[src/rtl/pc_stack_unit.sv]
// Program counter with a return-address stack for call and return.
// Commands are prioritised: reset, stall, ret, call, loadPC, incPC.
module pc_stack_unit #(
    parameter int unsigned               PC_WIDTH     = 32,
    parameter int unsigned               IMM_WIDTH    = 16,
    parameter int unsigned               STACK_DEPTH  = 8,
    parameter logic [PC_WIDTH-1:0]       RESET_VECTOR = '0,
    localparam int unsigned              AW = $clog2(STACK_DEPTH),
    localparam int unsigned              CW = AW + 1
) (
    input  logic                 clk,
    input  logic                 rstn,
    input  logic                 stall,
    input  logic                 incPC,
    input  logic                 loadPC,
    input  logic                 selPC,
    input  logic                 relPC,
    input  logic                 call,
    input  logic                 ret,
    input  logic [IMM_WIDTH-1:0] immediate,
    input  logic [PC_WIDTH-1:0]  rd_data,
    output logic [PC_WIDTH-1:0]  wire_PC,
    output logic                 stack_empty,
    output logic                 stack_full,
    output logic [CW-1:0]        stack_cnt,
    output logic                 ovf_err,
    output logic                 unf_err
);

    logic [PC_WIDTH-1:0] pc_q, pc_d;
    logic [CW-1:0]       cnt_q, cnt_d;
    logic                ovf_q, ovf_d;
    logic                unf_q, unf_d;
    logic [PC_WIDTH-1:0] stack_q [STACK_DEPTH];

    logic [PC_WIDTH-1:0] pc_inc;
    logic [PC_WIDTH-1:0] imm_sext;
    logic [PC_WIDTH-1:0] imm_zext;
    logic [PC_WIDTH-1:0] target;
    logic [CW-1:0]       cnt_m1;
    logic [AW-1:0]       top_idx;
    logic [AW-1:0]       push_idx;
    logic                empty;
    logic                full;
    logic                push;

    assign pc_inc   = pc_q + PC_WIDTH'(1);
    assign imm_sext = PC_WIDTH'(signed'(immediate));
    assign imm_zext = PC_WIDTH'(immediate);
    assign target   = selPC ? rd_data
                    : (relPC ? pc_q + imm_sext : imm_zext);

    assign empty    = (cnt_q == '0);
    assign full     = (cnt_q == CW'(STACK_DEPTH));
    assign cnt_m1   = cnt_q - CW'(1);
    assign top_idx  = cnt_m1[AW-1:0];
    assign push_idx = cnt_q[AW-1:0];

    always_comb begin
        pc_d  = pc_q;
        cnt_d = cnt_q;
        ovf_d = ovf_q;
        unf_d = unf_q;
        push  = 1'b0;
        if (stall) begin
            pc_d = pc_q;
        end else if (ret) begin
            if (!empty) begin
                pc_d  = stack_q[top_idx];
                cnt_d = cnt_m1;
            end else begin
                pc_d  = pc_inc;
                unf_d = 1'b1;
            end
        end else if (call) begin
            pc_d = target;
            if (!full) begin
                push  = 1'b1;
                cnt_d = cnt_q + CW'(1);
            end else begin
                ovf_d = 1'b1;
            end
        end else if (loadPC) begin
            pc_d = target;
        end else if (incPC) begin
            pc_d = pc_inc;
        end
    end

    always_ff @(posedge clk) begin
        if (rstn) begin
            pc_q  <= RESET_VECTOR;
            cnt_q <= '0;
            ovf_q <= 1'b0;
            unf_q <= 1'b0;
        end else begin
            pc_q  <= pc_d;
            cnt_q <= cnt_d;
            ovf_q <= ovf_d;
            unf_q <= unf_d;
        end
    end

    // Entry storage is not reset; the count alone decides validity.
    always_ff @(posedge clk) begin
        if (!rstn && push) begin
            stack_q[push_idx] <= pc_inc;
        end
    end

    assign wire_PC     = pc_q;
    assign stack_cnt   = cnt_q;
    assign stack_empty = empty;
    assign stack_full  = full;
    assign ovf_err     = ovf_q;
    assign unf_err     = unf_q;

endmodule

[config.mk]
export PLATFORM = sky130hd
export DESIGN_NAME = pc_stack_unit
export DESIGN_NICKNAME = d
export VERILOG_FILES = /design/src/rtl/pc_stack_unit.sv
export SDC_FILE = /design/constraint.sdc
export NUM_CORES = 1
export LEC_CHECK = 0
export ABC_AREA = 1
export CAP_MARGIN = 20
export CORE_ASPECT_RATIO = 0.7
export CORE_MARGIN = 2
export CORE_UTILIZATION = 41
export DETAILED_ROUTE_END_ITERATION = 8
export REMOVE_ABC_BUFFERS = 1
export SYNTH_ARGS = -nofsm -noshare
export SYNTH_HDL_FRONTEND = slang
export SYNTH_SLANG_ARGS = --single-unit
export TNS_END_PERCENT = 5
[constraint.sdc]
create_clock -name clk -period 9 [get_ports clk]
set_input_delay 1.8 -clock clk [delete_from_list [all_inputs] [get_ports clk]]
set_output_delay 1.8 -clock clk [all_outputs]
set_load 0.02 [all_outputs]
# --- After elaboration in Yosys (flattened, before gate mapping) ---
# Memory sizes are Yosys's and may differ from the RTL's.
# Cells that the tools add are included.
word_totals:
  reg_bits: 38
  ramBits: 256
  inputBits: 57
  out_inout_bits: 40
  elab_cells: 40
  mem_count: 1
classes:
  add_sub_neg: 4
  n_eq_ne: 3
  muxes: 17
  n_bitwise: 2
  reduce_logical: 9
memory_table:
  columns: ["name", "words", "width", "rd", "rd_clocked_by_memory_dff", "write_ports", "line", "source"]
  rows:
  - ["stack_q", 8, 32, 1, 0, 1, "34", "logic [PC_WIDTH-1:0] stack_q [STACK_DEPTH];"]
ops:
  columns: ["op", "n"]
  rows:
  - ["2-to-1 mux 32 bit", 7]
  - ["adder 32 x 1 -> 32 bit (second input constant)", 1]
  - ["adder 32 bit", 1]
  - ["2-to-1 mux 4 bit", 4]
  - ["AND reduction 4 bit", 2]
  - ["2-to-1 mux 1 bit", 6]
  - ["adder 4 x 1 -> 4 bit (second input constant)", 1]
  - ["== test 4 bit (second input constant)", 1]
  - ["zero test 4 bit", 1]
  - ["!= test 2 bit (second input constant)", 2]
  - ["nonzero test 4 bit", 1]
  - ["subtractor 4 x 1 -> 4 bit (second input constant)", 1]
  - ["AND reduction 3 bit", 1]
  - ["NOT 1 bit", 2]
  - ["AND reduction 2 bit", 1]
  - ["nonzero test 2 bit", 1]
  - ["logical AND 1 bit", 1]
  - ["zero test 1 bit", 1]

# --- Logic depth before layout (Yosys ltp) ---
depth:
  depth_word: 8
  mapped_depth: 14
  ltp_nobuf: 14

# --- Worst setup path after synthesis ---
# Ideal clock, no wire load.
synth_path:
  kind: "input-to-reg"
  startpoint: "input ret"
  endpoint: "memory stack_q[6][0], enable pin"
  setup_time_ns: 0.461
  arrival_ns: 4.666
  t_required_ns: 8.539
  slack_ns: 3.873
  path_stages: 8
  n_path_buf: 1
  path_cell_list: "inv_1 buf_2 nand2_1 nor2_1 nand3_1 inv_1 nand2_1 nor3_1"
synth_between:
  elab_chain_cells: 5
synth_lines:
  columns: ["item", "line", "source"]
  rows:
  - ["from (decl)", "19", "input logic ret,"]
  - ["2-to-1 mux 1 bit", "67", "end else if (ret) begin"]
  - ["2-to-1 mux 1 bit", "65", "if (stall) begin"]
  - ["logical AND 1 bit", "106", "if (!rstn && push) begin"]
  - ["2-to-1 mux 1 bit", "106", null]
  - ["2-to-1 mux 1 bit (not written as such)", "107", "stack_q[push_idx] <= pc_inc;"]
  - ["to (decl)", "34", null]
# No other way between the ends.

# --- Final worst setup path ---
layout_path:
  startpoint: "register cnt_q[0], in the netlist stack_cnt[0]"
  endpoint: "output stack_full"
layout_between:
  elab_chain_cells: 1
layout_lines:
  columns: ["item", "line", "source"]
  rows:
  - ["from (decl)", "31", "logic [CW-1:0] cnt_q, cnt_d;"]
  - ["from (signal assigned)", "98", "cnt_q <= cnt_d;"]
  - ["== test 4 bit", "54", "assign full = (cnt_q == CW'(STACK_DEPTH));"]
  - ["to (decl)", "24", "output logic stack_full,"]
# No other way between the ends.

==> results_dict.tcl <==
set metrics [dict create \
    die_x_um 239 \
    cap_violations 0 \
    r2r_start "stack_cnt[0]" \
    crit_path_end_kind "primary output" \
    vias 13500 \
    layout_common_cells "411 x nand2_1, 256 x edfxtp_1, 219 x nor2_1" \
    final_common_cell "nand2_1" \
    drtPass1Iterations 5 \
    routabilityCongestion 0.950 \
    path_clk_slew_ps 60 \
    synthToLayoutAreaGrowth_pct 15.3 \
    critPathArrivalTime_ps 3170 \
    syn_area_mm2 0.0158 \
    path_class "reg2out" \
    p_sw_mw 1.10 \
    final_cells 2402 \
    power.density_mw_per_mm2 195 \
    gr-usage-all-layers 0.257 \
    critPathMaxStageDelay_ps 680 \
    grt_pass1_wl_mm 78.3 \
    n_antenna_cell 0 \
    cts_setup_buffers 0 \
    yosysTopAreaCell "edfxtp_1" \
    fillers 3635 \
    slew_headroom 0.276 \
    grt_overflow 0 \
    ir_worst_vdd_uv 136 \
    postCtsHoldBufs 0 \
    syn-mean-instance-area_um2 8.71 \
    ys_seq_area_frac 0.533 \
    period_share 0.553 \
    clk_latency_ps 570 \
    drv_slew 0 \
    std_cell_rows 60 \
    synthFlopType "edfxtp_1" \
    io_buffer_count 96 \
    detail-route-antenna-nets 0 \
    cp_max_fo 44 \
    synth_edf_count 256 \
    min_path_type "reg2reg" \
    multi_input_area_mm2 0.00641 \
    antenna_found_initial 0 \
    final_util 0.477 \
    cts-root-buf "clkbuf_16" \
    ys_warn_count 0 \
    regArea_mm2 0.00845 \
    netlist-cell-type-count 49 \
    drt-total-wl_mm 52.0 \
    cts_tree "built" \
    io_pins 97 \
    drc 0 \
    tightest_slew_ps 1080 \
    async_flop_share 0 \
    min_to "unf_err" \
    cp_slowest_cell "dfxtp_4" \
    cts_buffers 28 \
    p_comb_frac 0.217 \
    p_leak_nw 7.07 \
    synth-seq-cells 294 \
    worstHoldPathCells 2 \
    drive_gt1_frac 0.0645 \
    status "complete, no violations" \
    worst_slack_ps 4030 \
    die_y_um 168 \
    holdCritStartpoint "unf_err" \
    rsz0062_at_grt "no" \
    swShare 0.309 \
    power_frac_clock 0.340 \
    whs_ps 494 \
    core_mm2 0.0383 \
    routedWlPerCell_um 21.7 \
    crit_path_start_kind "flip-flop" \
    synth_top_area_share 0.485 \
    internal_power_mw 2.47 \
    start_util 0.414 \
    finalCriticalPeriod_ps 4970 \
    worst_ep_required_time_ps 7200 \
    synth_area_leaders "edfxtp_1 49%, nand2_1 9.7%, o21ai_0 6.1%" \
    htree_levels 1 \
    finalHoldViolCount 0 \
    drt_iter0_drc 1536 \
    dpl.cell_count 2349 \
    clock_path_buffers 3 \
    clkSinkCount 294 \
    worstPathCellList "clkinv_2 > ha_2 > nand3_1 > inv_1 > clkdlybuf4s50_1" \
    tns_ps 0 \
    r2r_slack_ps 4950 \
    dieArea_mm2 0.0403 \
    place_ws_ps 4170 \
    reg2regPathDepth 8 \
    hpwl_mm 35.3 \
    grt_start_max_net_pins 92 \
    fmax_ghz 0.201 \
    finalSetupViolCount 0 \
    grt_pass1_vias 12500 \
    viasPerCell 5.61 \
    cts_resized 0 \
    layout.nets 1977 \
    syn-instance-count 1819 \
    p_seq_frac 0.443 \
    r2r_end "stack_q[6][10]" \
    clock-skew-final_ps 28.8 \
]
[power by group through the flow]
stage          sequential (mW)  combinational [mW]  clock [mW]
2_1_floorplan             1.61               0.435           0
3_3_place_gp              1.61               0.754           0
3_5_place_dp              1.61               0.763           0
4_1_cts                   1.58               0.766        1.23
5_1_grt                   1.58               0.852        1.28
6_report                  1.58               0.774        1.22
[logic make-up after synthesis]
family | Yosys count | share of synthesized area
AOI/OAI and AO/OA | 389 | 0.139
xor gates and xnor gates | 24 | 0.0159
adders and majority gates | 35 | 0.0281
buffers and inverters | 267 | 0.0671
DFF | 294 | 0.533
muxes | 2 | 0.00126
and+or+nand+nor | 808 | 0.215
[Yosys cell counts, types with 2 or more instances]
master and n:
inv_1 175, nand2_1 411, xor2_1 15, nand3b_1 7
o21ai_1 6, xor2_2 2, o211ai_1 3, nand4_1 8
or2_2 4, dfxtp_1 38, o21ai_0 194, edfxtp_1 256
mux2i_1 2, nand2_2 5, clkbuf_1 41, o21bai_1 3
nor2_4 5, nor2_2 4, o221ai_1 58, and2_1 3
ha_1 34, a21oi_1 108, nand3_1 108, nor2_1 227
buf_2 33, o22ai_1 4, buf_4 3, xnor2_1 5
a31oi_1 8, nor3b_2 2, nor3_1 10, nor3_2 8
inv_2 12, nand2_4 2
[through the flow]
step	power, mW	area (um^2)
after floorplan	2.05	15500
after global routing	3.72	18300
final	3.57	18300
after global placement	2.36	17300
after CTS	3.58	18200
after detailed placement	2.37	17300
[worst max-delay path: cells and delay by family (launching register included)]
kind	cells	cell delay (ps)
flops	1	680
buf+inv	3	1240
simple gates	1	200
fa+ha+maj	1	460
[registers in the layout, indices dropped and copies added, names as in the netlist]
register	count
stack_cnt	4
unf_err	1
wire_PC	32
ovf_err	1
stack_q	256
[cell type report]
class                   count  share of cell area
flip-flops and latches    294               0.463
clock inverters            13             0.00781
repair buffers            116              0.0633
clock buffers              38              0.0432
well taps                 496              0.0340
inverters                 187              0.0385
multi-input cells        1258               0.351
[worst max path at each step]
| stage | depth (start not counted) | startpoint | to |
|---|---|---|---|
| final | 5 | stack_cnt[0] | stack_full |
| after global routing | 5 | stack_cnt[0] | stack_full |
| after CTS | 5 | stack_cnt[0] | stack_full |
| after detailed placement | 9 | ret | stack_q[6][5] |
| after global placement | 9 | ret | stack_q[6][10] |
| after floorplan | 7 | stack_cnt[0] | stack_q[6][0] |
[routing by layer]
layer	up-vias	wire, um	share of wire	track usage
met2	589	22000	0.42	0.381
met4	0	1310	0.025	0.0660
met3	70	4500	0.086	0.0476
li1	6367	-	-	-
met1	6449	24200	0.46	0.385
met5	-	0	0	0
Note: power is estimated with default switching activity, not from simulation.
